<file path="config.mk">
export PLATFORM = sky130hd
export DESIGN_NAME = ram_sync_param_flat
export DESIGN_NICKNAME = d
export VERILOG_FILES = /design/src/rtl/ram_sync_param_if.sv /design/src/rtl/ram_sync_param.sv /design/src/flat_wrapper.sv
export SDC_FILE = /design/constraint.sdc
export NUM_CORES = 1
export LEC_CHECK = 0
export CORE_MARGIN = 2
export CORE_UTILIZATION = 53
export DETAILED_ROUTE_END_ITERATION = 10
export PLACE_DENSITY = 0.75
export SLEW_MARGIN = 5
export SYNTH_ARGS = -nofsm -noshare
export SYNTH_HDL_FRONTEND = slang
export SYNTH_SLANG_ARGS = --single-unit
</file>
<file path="constraint.sdc">
create_clock -name clk -period 3.35 [get_ports clk]
set_clock_uncertainty 0.1 [all_clocks]
set_input_delay 0.5025 -clock clk [delete_from_list [all_inputs] [get_ports clk]]
set_output_delay 0.5025 -clock clk [all_outputs]
set_load 0.02 [all_outputs]
</file>
<file path="src/rtl/ram_sync_param_if.sv">
// Write/read port bundle for ram_sync_param: the requester drives writes and reads,
// the RAM returns registered read data, its status flags and the clear-sweep busy flag.
interface ram_sync_param_if #(
  parameter int WIDTH  = 32,
  parameter int ADDR_W = 3
);
  logic              en;
  logic [ADDR_W-1:0] wr_addr;
  logic [WIDTH-1:0]  in;
  logic              read;
  logic [ADDR_W-1:0] rd_addr;
  logic [WIDTH-1:0]  out;
  logic              out_valid;
  logic              rd_err;
  logic              busy;

  modport master (
    output en, wr_addr, in, read, rd_addr,
    input  out, out_valid, rd_err, busy
  );

  modport slave (
    input  en, wr_addr, in, read, rd_addr,
    output out, out_valid, rd_err, busy
  );
endinterface

</file>
<file path="src/rtl/ram_sync_param.sv">
// Parametrised synchronous RAM with one write and one registered read port,
// a post-reset clear sweep and out-of-range read flagging.
module ram_sync_param #(
  parameter int WIDTH  = 32,
  parameter int DEPTH  = 8,
  parameter int ADDR_W = 3
) (
  input  logic clk,
  input  logic rst,
  ram_sync_param_if.slave bus
);

  typedef enum logic {
    INIT  = 1'b0,
    READY = 1'b1
  } state_e;

  // One extra bit so DEPTH itself is representable when DEPTH == 2**ADDR_W.
  localparam logic [ADDR_W:0]   DEPTH_W   = (ADDR_W+1)'(DEPTH);
  localparam logic [ADDR_W-1:0] LAST_ADDR = ADDR_W'(DEPTH - 1);

  state_e            state_q;
  logic [ADDR_W-1:0] clr_ptr_q;
  logic [WIDTH-1:0]  mem_q [DEPTH];
  logic [WIDTH-1:0]  out_q;
  logic              out_valid_q;
  logic              rd_err_q;
  logic              busy_q;

  logic              wr_ok_s;
  logic              rd_ok_s;
  logic              wr_hit_s;
  logic [WIDTH-1:0]  rd_data_s;

  // Address range checks and write-first read data selection.
  always_comb begin
    wr_ok_s   = bus.en && ({1'b0, bus.wr_addr} < DEPTH_W);
    rd_ok_s   = ({1'b0, bus.rd_addr} < DEPTH_W);
    wr_hit_s  = wr_ok_s && rd_ok_s && (bus.wr_addr == bus.rd_addr);
    rd_data_s = '0;
    if (wr_hit_s) begin
      rd_data_s = bus.in;
    end else if (rd_ok_s) begin
      rd_data_s = mem_q[bus.rd_addr];
    end else begin
      rd_data_s = '0;
    end
  end

  // Clear sweep FSM, storage array and registered read response.
  always_ff @(posedge clk) begin
    if (rst) begin
      state_q     <= INIT;
      clr_ptr_q   <= '0;
      out_q       <= '0;
      out_valid_q <= 1'b0;
      rd_err_q    <= 1'b0;
      busy_q      <= 1'b1;
    end else begin
      case (state_q)
        INIT: begin
          mem_q[clr_ptr_q] <= '0;
          out_valid_q      <= 1'b0;
          rd_err_q         <= 1'b0;
          if (clr_ptr_q == LAST_ADDR) begin
            state_q   <= READY;
            busy_q    <= 1'b0;
            clr_ptr_q <= '0;
          end else begin
            clr_ptr_q <= clr_ptr_q + ADDR_W'(1);
          end
        end
        READY: begin
          if (wr_ok_s) begin
            mem_q[bus.wr_addr] <= bus.in;
          end
          if (bus.read) begin
            out_q       <= rd_data_s;
            out_valid_q <= 1'b1;
            rd_err_q    <= !rd_ok_s;
          end else begin
            out_valid_q <= 1'b0;
            rd_err_q    <= 1'b0;
          end
        end
        default: begin
          state_q     <= INIT;
          clr_ptr_q   <= '0;
          out_valid_q <= 1'b0;
          rd_err_q    <= 1'b0;
          busy_q      <= 1'b1;
        end
      endcase
    end
  end

  assign bus.out       = out_q;
  assign bus.out_valid = out_valid_q;
  assign bus.rd_err    = rd_err_q;
  assign bus.busy      = busy_q;

endmodule
</file>
<file path="src/flat_wrapper.sv">
// flat-port wrapper written by rule: the top's interface ports become plain ports
module ram_sync_param_flat 
#(
  parameter int WIDTH  = 32,
  parameter int DEPTH  = 8,
  parameter int ADDR_W = 3
)
  (clk, rst, bus_en, bus_wr_addr, bus_in, bus_read, bus_rd_addr, bus_out, bus_out_valid, bus_rd_err, bus_busy);
  ram_sync_param_if #(.WIDTH(WIDTH), .ADDR_W(ADDR_W)) bus_i ();
  input  logic clk;
  input  logic rst;
  input wire logic [$bits(bus_i.en)-1:0] bus_en;
  input wire logic [$bits(bus_i.wr_addr)-1:0] bus_wr_addr;
  input wire logic [$bits(bus_i.in)-1:0] bus_in;
  input wire logic [$bits(bus_i.read)-1:0] bus_read;
  input wire logic [$bits(bus_i.rd_addr)-1:0] bus_rd_addr;
  output wire logic [$bits(bus_i.out)-1:0] bus_out;
  output wire logic [$bits(bus_i.out_valid)-1:0] bus_out_valid;
  output wire logic [$bits(bus_i.rd_err)-1:0] bus_rd_err;
  output wire logic [$bits(bus_i.busy)-1:0] bus_busy;
  assign bus_i.en = bus_en;
  assign bus_i.wr_addr = bus_wr_addr;
  assign bus_i.in = bus_in;
  assign bus_i.read = bus_read;
  assign bus_i.rd_addr = bus_rd_addr;
  assign bus_out = bus_i.out;
  assign bus_out_valid = bus_i.out_valid;
  assign bus_rd_err = bus_i.rd_err;
  assign bus_busy = bus_i.busy;
  ram_sync_param #(.WIDTH(WIDTH), .DEPTH(DEPTH), .ADDR_W(ADDR_W)) u_core (.clk(clk), .rst(rst), .bus(bus_i));
endmodule
</file>
# Yosys cells after proc, flatten, opt, wreduce, memory -nomap -nowiden
# Memories as Yosys holds them, arrays and structs flattened. A register that Yosys moved wholly into a read port is not among the register bits.
# Index checks and enable logic that the tools add are counted.
[totals]
wordCells = 26
n_memories = 1
output_inout_bits = 35
reg_bits = 6
mem_bits_rw = 256
inputBits = 42
[classes]
addsub = 1
n_bitwise = 1
n_eq_ne = 1
muxes = 15
reduce_logical = 3
[mem_list]
columns = ["name", "words", "word_bits", "read_ports", "rd_ports_with_merged_regs", "wr", "line", "rtl"]
rows = [
  ["u_core.mem_q", 8, 32, 1, 1, 1, "ram_sync_param.sv:24", "logic [WIDTH-1:0] mem_q [DEPTH];"],
]
[ops]
columns = ["cell", "n"]
rows = [
  ["$mux W32", 1],
  ["$reduce_or A32 Y1", 1],
  ["$mux W1", 11],
  ["$mux W3", 2],
  ["$reduce_and A2 Y1", 2],
  ["$add A3 B1 Y3 const B", 1],
  ["$eq A3 B3 Y1 const B", 1],
  ["$pmux W1 S2", 1],
  ["$not A1 Y1", 1],
]

# Longest topological paths before layout
[depth]
word_depth = 6
mapped_depth = 8
mapped_depth_nobuf = 5

# Worst setup path after synthesis
# No wires, ideal clock.
[synth_path]
path_kind = "input to register"
start = "input port rst"
end = "memory u_core.mem_q[7][0] (enable)"
path_buffers = 2
path_slack_ps = 85
stages = 6
arrival_ps = 2740
setup_ps = 425
required_ps = 2825
cell_sequence = "and3b_1 buf_6 clkbuf_1 nand3_1 o21ai_0 nor2b_1"
[synth_via]
elab_chain_len = 4
elab_cells_between_ends = 7
cone_classes = "mux: 6; reduce/logical: 1"
[synth_rtl]
columns = ["item", "line", "rtl"]
rows = [
  ["start, declared", "flat_wrapper.sv:11", "input logic rst;"],
  ["$mux W1", "ram_sync_param.sv:52", "if (rst) begin"],
  ["$mux W1 (implied by the code)", "ram_sync_param.sv:75", "mem_q[bus.wr_addr] <= bus.in;"],
  ["$reduce_or A32 Y1 (no line)", "n/a", ""],
  ["$mux W3 (no line) / $mux W1 (equally long branches)", "n/a", ""],
  ["end, declared", "ram_sync_param.sv:24", ""],
]
# Several ways; a longest one is shown, not always the timed one.

# Final worst setup path
[layout_path]
start = "register u_core.state_q"
end = "register u_core.out_q[3] (netlist: u_core.bus.out[3]) (read register of u_core.mem_q)"
[layout_via]
elab_chain_len = 1
[layout_rtl]
columns = ["item", "line", "rtl"]
rows = [
  ["start, declared", "ram_sync_param.sv:22", "state_e state_q;"],
  ["start signal, assigned", "ram_sync_param.sv:53", "state_q <= INIT;"],
  ["start signal, assigned", "ram_sync_param.sv:66", "state_q <= READY;"],
  ["start signal, assigned", "ram_sync_param.sv:87", "state_q <= INIT;"],
  ["$reduce_and A2 Y1 (no line)", "n/a", ""],
  ["end, declared", "ram_sync_param.sv:25", "logic [WIDTH-1:0] out_q;"],
]
# No other way between the ends.
# A chain may end at the register's enable or synchronous reset.

==> flow_summary.rst <==
.. list-table::
   :header-rows: 1

   * - Metric
     - Value
   * - Status
     - finished, final reports clean
   * - Endpoints failing setup
     - 0
   * - Row count
     - 54
   * - Number of global-route vias before repair
     - 6637
   * - Number of clock buffers inserted by TritonCTS
     - 29
   * - Cell area after synthesis
     - 0.0119 sq mm
   * - Half-perimeter wire length after detailed placement
     - 14.5 mm
   * - Crit. End Element
     - flop
   * - Layout cell share with drive strength beyond 1
     - 0.214
   * - Max clock buf depth
     - 3
   * - Final-stage net count
     - 764
   * - Max frequency
     - 353 MHz
   * - Total congestion overflow after global routing
     - 0
   * - Initial drt markers
     - 505
   * - Seq cells post-synth
     - 294
   * - Iteration count of the initial detailed-routing pass
     - 5
   * - Remaining routing DRC violations
     - 0
   * - Worst Tran Pin Value
     - 840 ps
   * - CTS tree
     - built
   * - Clock network latency to the later pin of the worst-skew pair
     - 530 ps
   * - Die Span Y
     - 154 microns
   * - Slowest library cell on the worst path
     - sky130_fd_sc_hd__o221ai_2
   * - Leakage power
     - 4.83 nW
   * - Number of maximum-capacitance violations
     - 0
   * - Flop pwr share
     - 0.538
   * - Proportion of total power due to net switching
     - 0.211
   * - Peak ir drop on the vdd network
     - 439 uV
   * - Type of element launching the critical path
     - flop
   * - Minimum hold slack
     - 356 ps
   * - Boundary pin count
     - 77
   * - Gate count of the mapped netlist
     - 627
   * - Overall global routing resource usage
     - 0.214
   * - Net count of the mapped netlist
     - 671
   * - Tmin final
     - 2830 ps
   * - Average instance area after synthesis
     - 18.9 sq um
   * - Clock-pin slew reported for the worst setup and hold paths after clock tree synthesis
     - 60 ps
   * - Final weighted congestion in routability-driven placement
     - 0.799
   * - Part of the total power dissipated in the clock network
     - 0.398
   * - Number of setup buffers added after CTS
     - 0
   * - Ys Warns
     - 0
   * - Capture point of the worst reg-to-reg path
     - u_core.bus.out[3]$_SDFFE_PP0P_
   * - CTS HTree Levels
     - 1
   * - Crit path kind
     - flop to flop
   * - Post-Route WL
     - 25.2 mm
   * - Overall die width
     - 154 microns
   * - Longest individual stage delay on the worst path
     - 670 ps
   * - Port bufs
     - 75
   * - Beginning of the worst hold path
     - u_core.bus.busy$_SDFFE_PP1P_
   * - Final core utilization
     - 0.636
   * - Unique cell type count in the Yosys netlist
     - 40
   * - Worst Hold Class
     - flop to flop
   * - Number of cells on the worst reg-to-reg path
     - 5
   * - Register-to-register setup slack
     - 520 ps
   * - Per-cell via count in the routed design
     - 6.19
   * - Worst Path Required
     - 3730 ps
   * - Largest net degree at the start of global routing
     - 34
   * - Worst Hold Endpoint
     - u_core.bus.busy$_SDFFE_PP1P_
   * - Setup repair after global routing missed its margin
     - false
   * - Proportion of synthesized chip area in sequential cells
     - 0.712
   * - CTS resizes
     - 0
   * - Worst slew margin relative to its limit
     - 0.440
   * - Share of total power in combinational logic
     - 0.064
   * - Total internal power
     - 5.94 mW
   * - Total Die Area
     - 0.0236 sq mm
   * - Power per cell area
     - 540 mW/mm^2
   * - Final hold vios
     - 0
   * - Total of hold buffers inserted after clock tree synthesis
     - 0
   * - Switch Pwr
     - 1.59 mW
   * - Max Transition Viols Final
     - 0
   * - Antenna violations before repair
     - 0
   * - Cell-by-cell trace of the critical path
     - nand2_1 -> mux2_2 -> o221ai_2 -> and3_4 -> a221o_1
   * - Clock tree sinks
     - 294
   * - Final clock period utilization by the worst path
     - 0.845
   * - Area of the core
     - 0.0219 sq mm
   * - Max Fanout on Critical Path
     - 30
   * - Worst Hold Depth
     - 1
   * - Initial cell density of the core
     - 0.542
   * - First-pass GRT wire length
     - 38.7 mm
   * - Vias
     - 6328
   * - Root Driver
     - sky130_fd_sc_hd__clkbuf_16
   * - Number of diodes
     - 0
   * - Number of antenna-violating nets in the routed design
     - 0
   * - Sum of negative setup slack
     - 0 ps
   * - Worst Path Arrival
     - 3210 ps
   * - Reg-to-reg critical path startpoint
     - u_core.state_q$_SDFF_PP0_
   * - Area growth from synthesis to final layout
     - 17.5%
   * - Avg WL per Cell
     - 24.7 microns
synthesized netlist by cell type:
library cell	instances	area, sq um
sky130_fd_sc_hd__a21o_1	2	15.0
sky130_fd_sc_hd__a21oi_1	2	10.0
sky130_fd_sc_hd__a21oi_2	1	8.76
sky130_fd_sc_hd__a221o_1	30	300
sky130_fd_sc_hd__a311oi_1	30	263
sky130_fd_sc_hd__a311oi_4	1	26.3
sky130_fd_sc_hd__a31o_2	2	17.5
sky130_fd_sc_hd__a31oi_1	3	18.8
sky130_fd_sc_hd__a32o_1	2	20.0
sky130_fd_sc_hd__and2_1	62	388
sky130_fd_sc_hd__and3_4	2	22.5
sky130_fd_sc_hd__and3b_1	1	8.76
sky130_fd_sc_hd__buf_1	3	11.3
sky130_fd_sc_hd__buf_2	11	55.1
sky130_fd_sc_hd__buf_4	2	15.0
sky130_fd_sc_hd__buf_6	7	78.8
sky130_fd_sc_hd__clkbuf_1	23	86.3
sky130_fd_sc_hd__clkbuf_2	1	5.00
sky130_fd_sc_hd__conb_1	1	3.75
sky130_fd_sc_hd__dfxtp_1	38	761
sky130_fd_sc_hd__edfxtp_1	256	7690
sky130_fd_sc_hd__ha_1	2	25.0
sky130_fd_sc_hd__inv_1	3	11.3
sky130_fd_sc_hd__inv_2	1	3.75
sky130_fd_sc_hd__mux2_2	1	11.3
sky130_fd_sc_hd__mux2i_1	33	330
sky130_fd_sc_hd__mux4_2	64	1440
sky130_fd_sc_hd__nand2_1	4	15.0
sky130_fd_sc_hd__nand2b_1	3	18.8
sky130_fd_sc_hd__nand3_1	3	15.0
sky130_fd_sc_hd__nand3b_1	1	7.51
sky130_fd_sc_hd__nand4b_1	2	17.5
sky130_fd_sc_hd__nor2_1	17	63.8
sky130_fd_sc_hd__nor2b_1	3	18.8
sky130_fd_sc_hd__nor3_1	2	10.0
sky130_fd_sc_hd__nor3b_1	2	15.0
sky130_fd_sc_hd__o21ai_0	2	10.0
sky130_fd_sc_hd__o221ai_2	1	15.0
sky130_fd_sc_hd__o22a_1	1	8.76
sky130_fd_sc_hd__xor2_1	2	17.5
power groups by stage:
stage,registers [mW],clock network (mW),logic [mW]
floorplan,4.12,0,0.299
global placement,4.12,0,0.476
detailed placement,4.13,0,0.480
CTS,4.05,3.04,0.484
global route,4.05,3.18,0.512
finish,4.05,2.99,0.480
how the worst max path moves through the flow:
stage	from	end	cells after the start
detailed placement	bus_en	u_core.bus.out[15]$_SDFFE_PP0P_	6
floorplan	rst	u_core.mem_q[7][0]$_DFFE_PP_	6
global route	u_core.state_q$_SDFF_PP0_	u_core.bus.out[3]$_SDFFE_PP0P_	5
global placement	bus_en	u_core.bus.out[10]$_SDFFE_PP0P_	6
CTS	u_core.state_q$_SDFF_PP0_	u_core.bus.out[3]$_SDFFE_PP0P_	5
finish	u_core.state_q$_SDFF_PP0_	u_core.bus.out[3]$_SDFFE_PP0P_	5
metal layers:
metal / track usage / part of all wire
met5: 0 / 0
met4: 0.0564 / 0.021
met3: 0.0417 / 0.073
met2: 0.349 / 0.49
met1: 0.301 / 0.42
layout make-up:
type / count / area, sq um
Sequential cell: 294 / 8450
Fill cell: 1524 / 7960
Multi-Input combinational cell: 282 / 3170
Timing Repair Buffer: 109 / 1070
Clock buffer: 44 / 832
Tap cell: 280 / 350
Clock inverter: 9 / 45.0
Inverter: 4 / 15.0
cells in the final DEF, fill, tap and decap left out, drive strengths merged, types with 3 or more instances in the layout:
cell type      synthesis  routed
dfxtp                 38      38
buf                   23      36
a31oi                  3       3
and2                  62      62
mux2i                 33      33
a21oi                  3       3
nand3                  3       3
inv                    4       4
nor2b                  3       3
a221o                 30      30
clkdlybuf4s50          0      73
nand2                  4       4
a311oi                31      31
clkbuf                24      44
edfxtp               256     256
mux4                  64      64
nor2                  17      17
clkinv                 0       8
nand2b                 3       3
flip-flops by register name, indices dropped and copies added, names as in the netlist:
| signal | count |
|---|---|
| u_core.state_q | 1 |
| u_core.mem_q | 256 |
| u_core.clr_ptr_q | 3 |
| u_core.bus.busy | 1 |
| u_core.bus.out_valid | 1 |
| u_core.bus.out | 32 |
kinds of logic (layout without fill, tap and decap cells):
kind of cell	after synthesis	after routing	synth area share
flip-flops	294	294	0.712
AND/OR/NAND/NOR	102	102	0.0506
multiplexers	98	98	0.150
AO/OA/AOI/OAI	77	77	0.0601
buffers and inverters	51	166	0.0225
adder cells (fa/ha/maj)	2	2	0.00211
XOR/XNOR	2	2	0.00148
other	1	1	0.000316
metrics by stage:
| step | area, sq um | total power [mW] | instances | setup slack [ps] |
|---|---|---|---|---|
| global route | 13900 | 7.74 | 1022 | 376 |
| floorplan | 11900 | 4.42 | 627 | 84.9 |
| detailed placement | 13100 | 4.61 | 969 | 221 |
| finish | 13900 | 7.52 | 1022 | 519 |
| global placement | 13100 | 4.59 | 969 | 243 |
| CTS | 13900 | 7.57 | 1022 | 543 |
worst max-delay path: cells and delay by family (launching register included):
kind,cells,cell delay [ps]
AOI/OAI and AO/OA,2,890
and+or+nand+nor,2,810
DFF,1,630
muxes,1,330
Power figures use the tool's default switching activity.
==> RTL change (same flow settings) <==
`WIDTH` is set to 32 in 3 places; all go to 24.
--- a/src/rtl/ram_sync_param_if.sv
+++ b/src/rtl/ram_sync_param_if.sv
@@ -1,7 +1,7 @@
 // Write/read port bundle for ram_sync_param: the requester drives writes and reads,
 // the RAM returns registered read data, its status flags and the clear-sweep busy flag.
 interface ram_sync_param_if #(
-  parameter int WIDTH  = 32,
+  parameter int WIDTH  = 24,
   parameter int ADDR_W = 3
 );
   logic              en;
--- a/src/rtl/ram_sync_param.sv
+++ b/src/rtl/ram_sync_param.sv
@@ -1,7 +1,7 @@
 // Parametrised synchronous RAM with one write and one registered read port,
 // a post-reset clear sweep and out-of-range read flagging.
 module ram_sync_param #(
-  parameter int WIDTH  = 32,
+  parameter int WIDTH  = 24,
   parameter int DEPTH  = 8,
   parameter int ADDR_W = 3
 ) (
--- a/src/flat_wrapper.sv
+++ b/src/flat_wrapper.sv
@@ -1,7 +1,7 @@
 // flat-port wrapper written by rule: the top's interface ports become plain ports
 module ram_sync_param_flat 
 #(
-  parameter int WIDTH  = 32,
+  parameter int WIDTH  = 24,
   parameter int DEPTH  = 8,
   parameter int ADDR_W = 3
 )
Interface: changed (resized bus_in and bus_out); port bits go from 77 to 61. The function was not compared with the original's and may differ.
==> RTL change against the unedited design <==
  * Routed wire length shrank 26%
  * Critical path type unchanged
  * Worst hold slack gained 0.012 ns
  * Sequential cell count shrank 72
  * Final area shrank 25%
  * Synthesized area shrank 26%
  * Power shrank 24%
  * Die area shrank 25%
  * Largest power group unchanged
  * Worst setup slack gained 0.089 ns
==> RTL change: results (changes against the unedited design) <==
- Flip-flop count of the largest register after layout: 192 (was 256)
- Final net count: 588 (was 764)
- Leak pwr: 0.00377 µW (was 0.00483 µW)
- Gpl congestion: 0.782 (was 0.799)
- Longest Clk Path Bufs: 3 (unchanged)
- Clk_lat worst skew: 0.49 ns (was 0.53 ns)
- Vias/cell: 5.90 (was 6.19)
- GRT Resource Usage Total: 21.7% (was 21.4%)
- Slowest-stage cell, CP: dfxtp_1 (was o221ai_2)
- Dpl cell area: 0.00974 mm² (was 0.0131 mm²)
- Switching pwr: 1170 µW (was 1590 µW)
- Crit-path max cell delay: 0.64 ns (was 0.67 ns)
- Largest net degree at the start of global routing: 49 (was 34)
- Worst-path maximum fanout: 22 (was 30)
- Distinct cell type count after synthesis: 34 (was 40)
- Max rail drop VDD: 0.384 mV (was 0.439 mV)
- R2R depth: 6 (was 5)
- Hold Crit Depth: 2 (was 1)
- Vias in the first global route: 4,954 (was 6,637)
- Worst setup path end: u_core.bus.out[17] (was u_core.bus.out[3])
- Top cell types by occurrence after synthesis: edfxtp_1, nand2_1, mux4_2 (was edfxtp_1, mux4_2, and2_1)
- Inserted Clock Buffers: 22 (was 29)
- Initial drt markers: 343 (was 505)
- Share of cells above drive strength 1: 24.3% (was 21.4%)
- Post-synth EDFFs: 192 (was 256)
- Port bufs: 59 (was 75)
- Syn Nets: 509 (was 671)
- Detail Placement HPWL: 11.0 mm (was 14.5 mm)
- Sequential fraction of the synthesis area: 72.6% (was 71.2%)
- Arrival time at the worst endpoint: 3.04 ns (was 3.21 ns)
- R2R setup slack: 0.61 ns (was 0.52 ns)
- First-pass GRT wire length: 28.7 mm (was 38.7 mm)
- Status: complete, no violations (unchanged)
- Synth top area cells: edfxtp_1, mux4_2, dfxtp_1 (unchanged)
- Drt total wl: 18.6 mm (was 25.2 mm)
- Worst-margin pin slew: 0.719 ns (was 0.840 ns)
[RTL change: changes by cell type after synthesis, sizes merged, moves of 23 or more]
cell	before	now
a221o	30	0
o221ai	1	24
edfxtp	256	192
inv	4	27
and2	62	0
nand2	4	51
a311oi	31	0
[RTL change: cell type report]
class                           instances  area [µm²]
Fill cell                            1086        5970
Tap cell                              220         275
Timing Repair Buffer                   83         793
Inverter                               27         101
Multi-Input combinational cell        196        2200
Clock inverter                          7        62.6
Clock buffer                           33         633
Sequential cell                       222        6370
[RTL change: critical path, delay by kind of cell, from the launching register on]
kind,cells,cell delay [ns]
AND/OR/NAND/NOR,2,0.93
flip-flops,1,0.64
buffers and inverters,1,0.31
AO/OA/AOI/OAI,1,0.27
multiplexers,1,0.24
XOR/XNOR,1,0.14
[RTL change: through the flow]
step	cells	setup WS, ns	hold WS (ns)
after CTS	788	0.611	0.377
after global routing	788	0.441	0.399
after detailed placement	748	0.358	0.362
final	788	0.608	0.368
after global placement	748	0.440	0.351
after floorplan	473	0.534	0.372
[RTL change: power by group through the flow]
stage / sequential, µW / clock (µW) / combinational, µW
after CTS: 3060 / 2400 / 320
after detailed placement: 3110 / 0 / 318
after global placement: 3110 / 0 / 311
after floorplan: 3110 / 0 / 189
final: 3060 / 2360 / 315
after global routing: 3060 / 2500 / 338
[RTL change: cell families (layout without fill, tap and decap cells)]
family,Yosys count,in the layout,synth area share (%)
other cells,1,1,0.0427
fa+ha+maj,2,2,0.285
compound gates,37,37,4.84
mux,76,76,15.5
simple gates,77,77,3.72
xor+xnor,3,3,0.300
flops,222,222,72.6
buf+inv,55,150,2.71
[RTL change: how the worst min path moves through the flow]
stage	startpoint	endpoint	slack [ns]
final	u_core.bus.out[7]	u_core.bus.out[7]	0.37
after detailed placement	u_core.bus.out[0]	u_core.bus.out[0]	0.36
after global routing	u_core.bus.out[21]	u_core.bus.out[21]	0.40
after global placement	u_core.bus.out[12]	u_core.bus.out[12]	0.35
after CTS	u_core.bus.out[13]	u_core.bus.out[13]	0.38
after floorplan	u_core.state_q	u_core.bus.out_valid	0.37
[RTL change: layer usage]
layer / share of wire [%] / global-route usage (%) / wire length [µm] / vias up
met5: 0 / 0 / 0 / -
met4: 1.8 / 7.23 / 342 / 0
met3: 6.2 / 3.03 / 1150 / 32
met2: 53 / 37.6 / 9930 / 186
met1: 39 / 28.6 / 7180 / 2417
li1: - / - / - / 2018
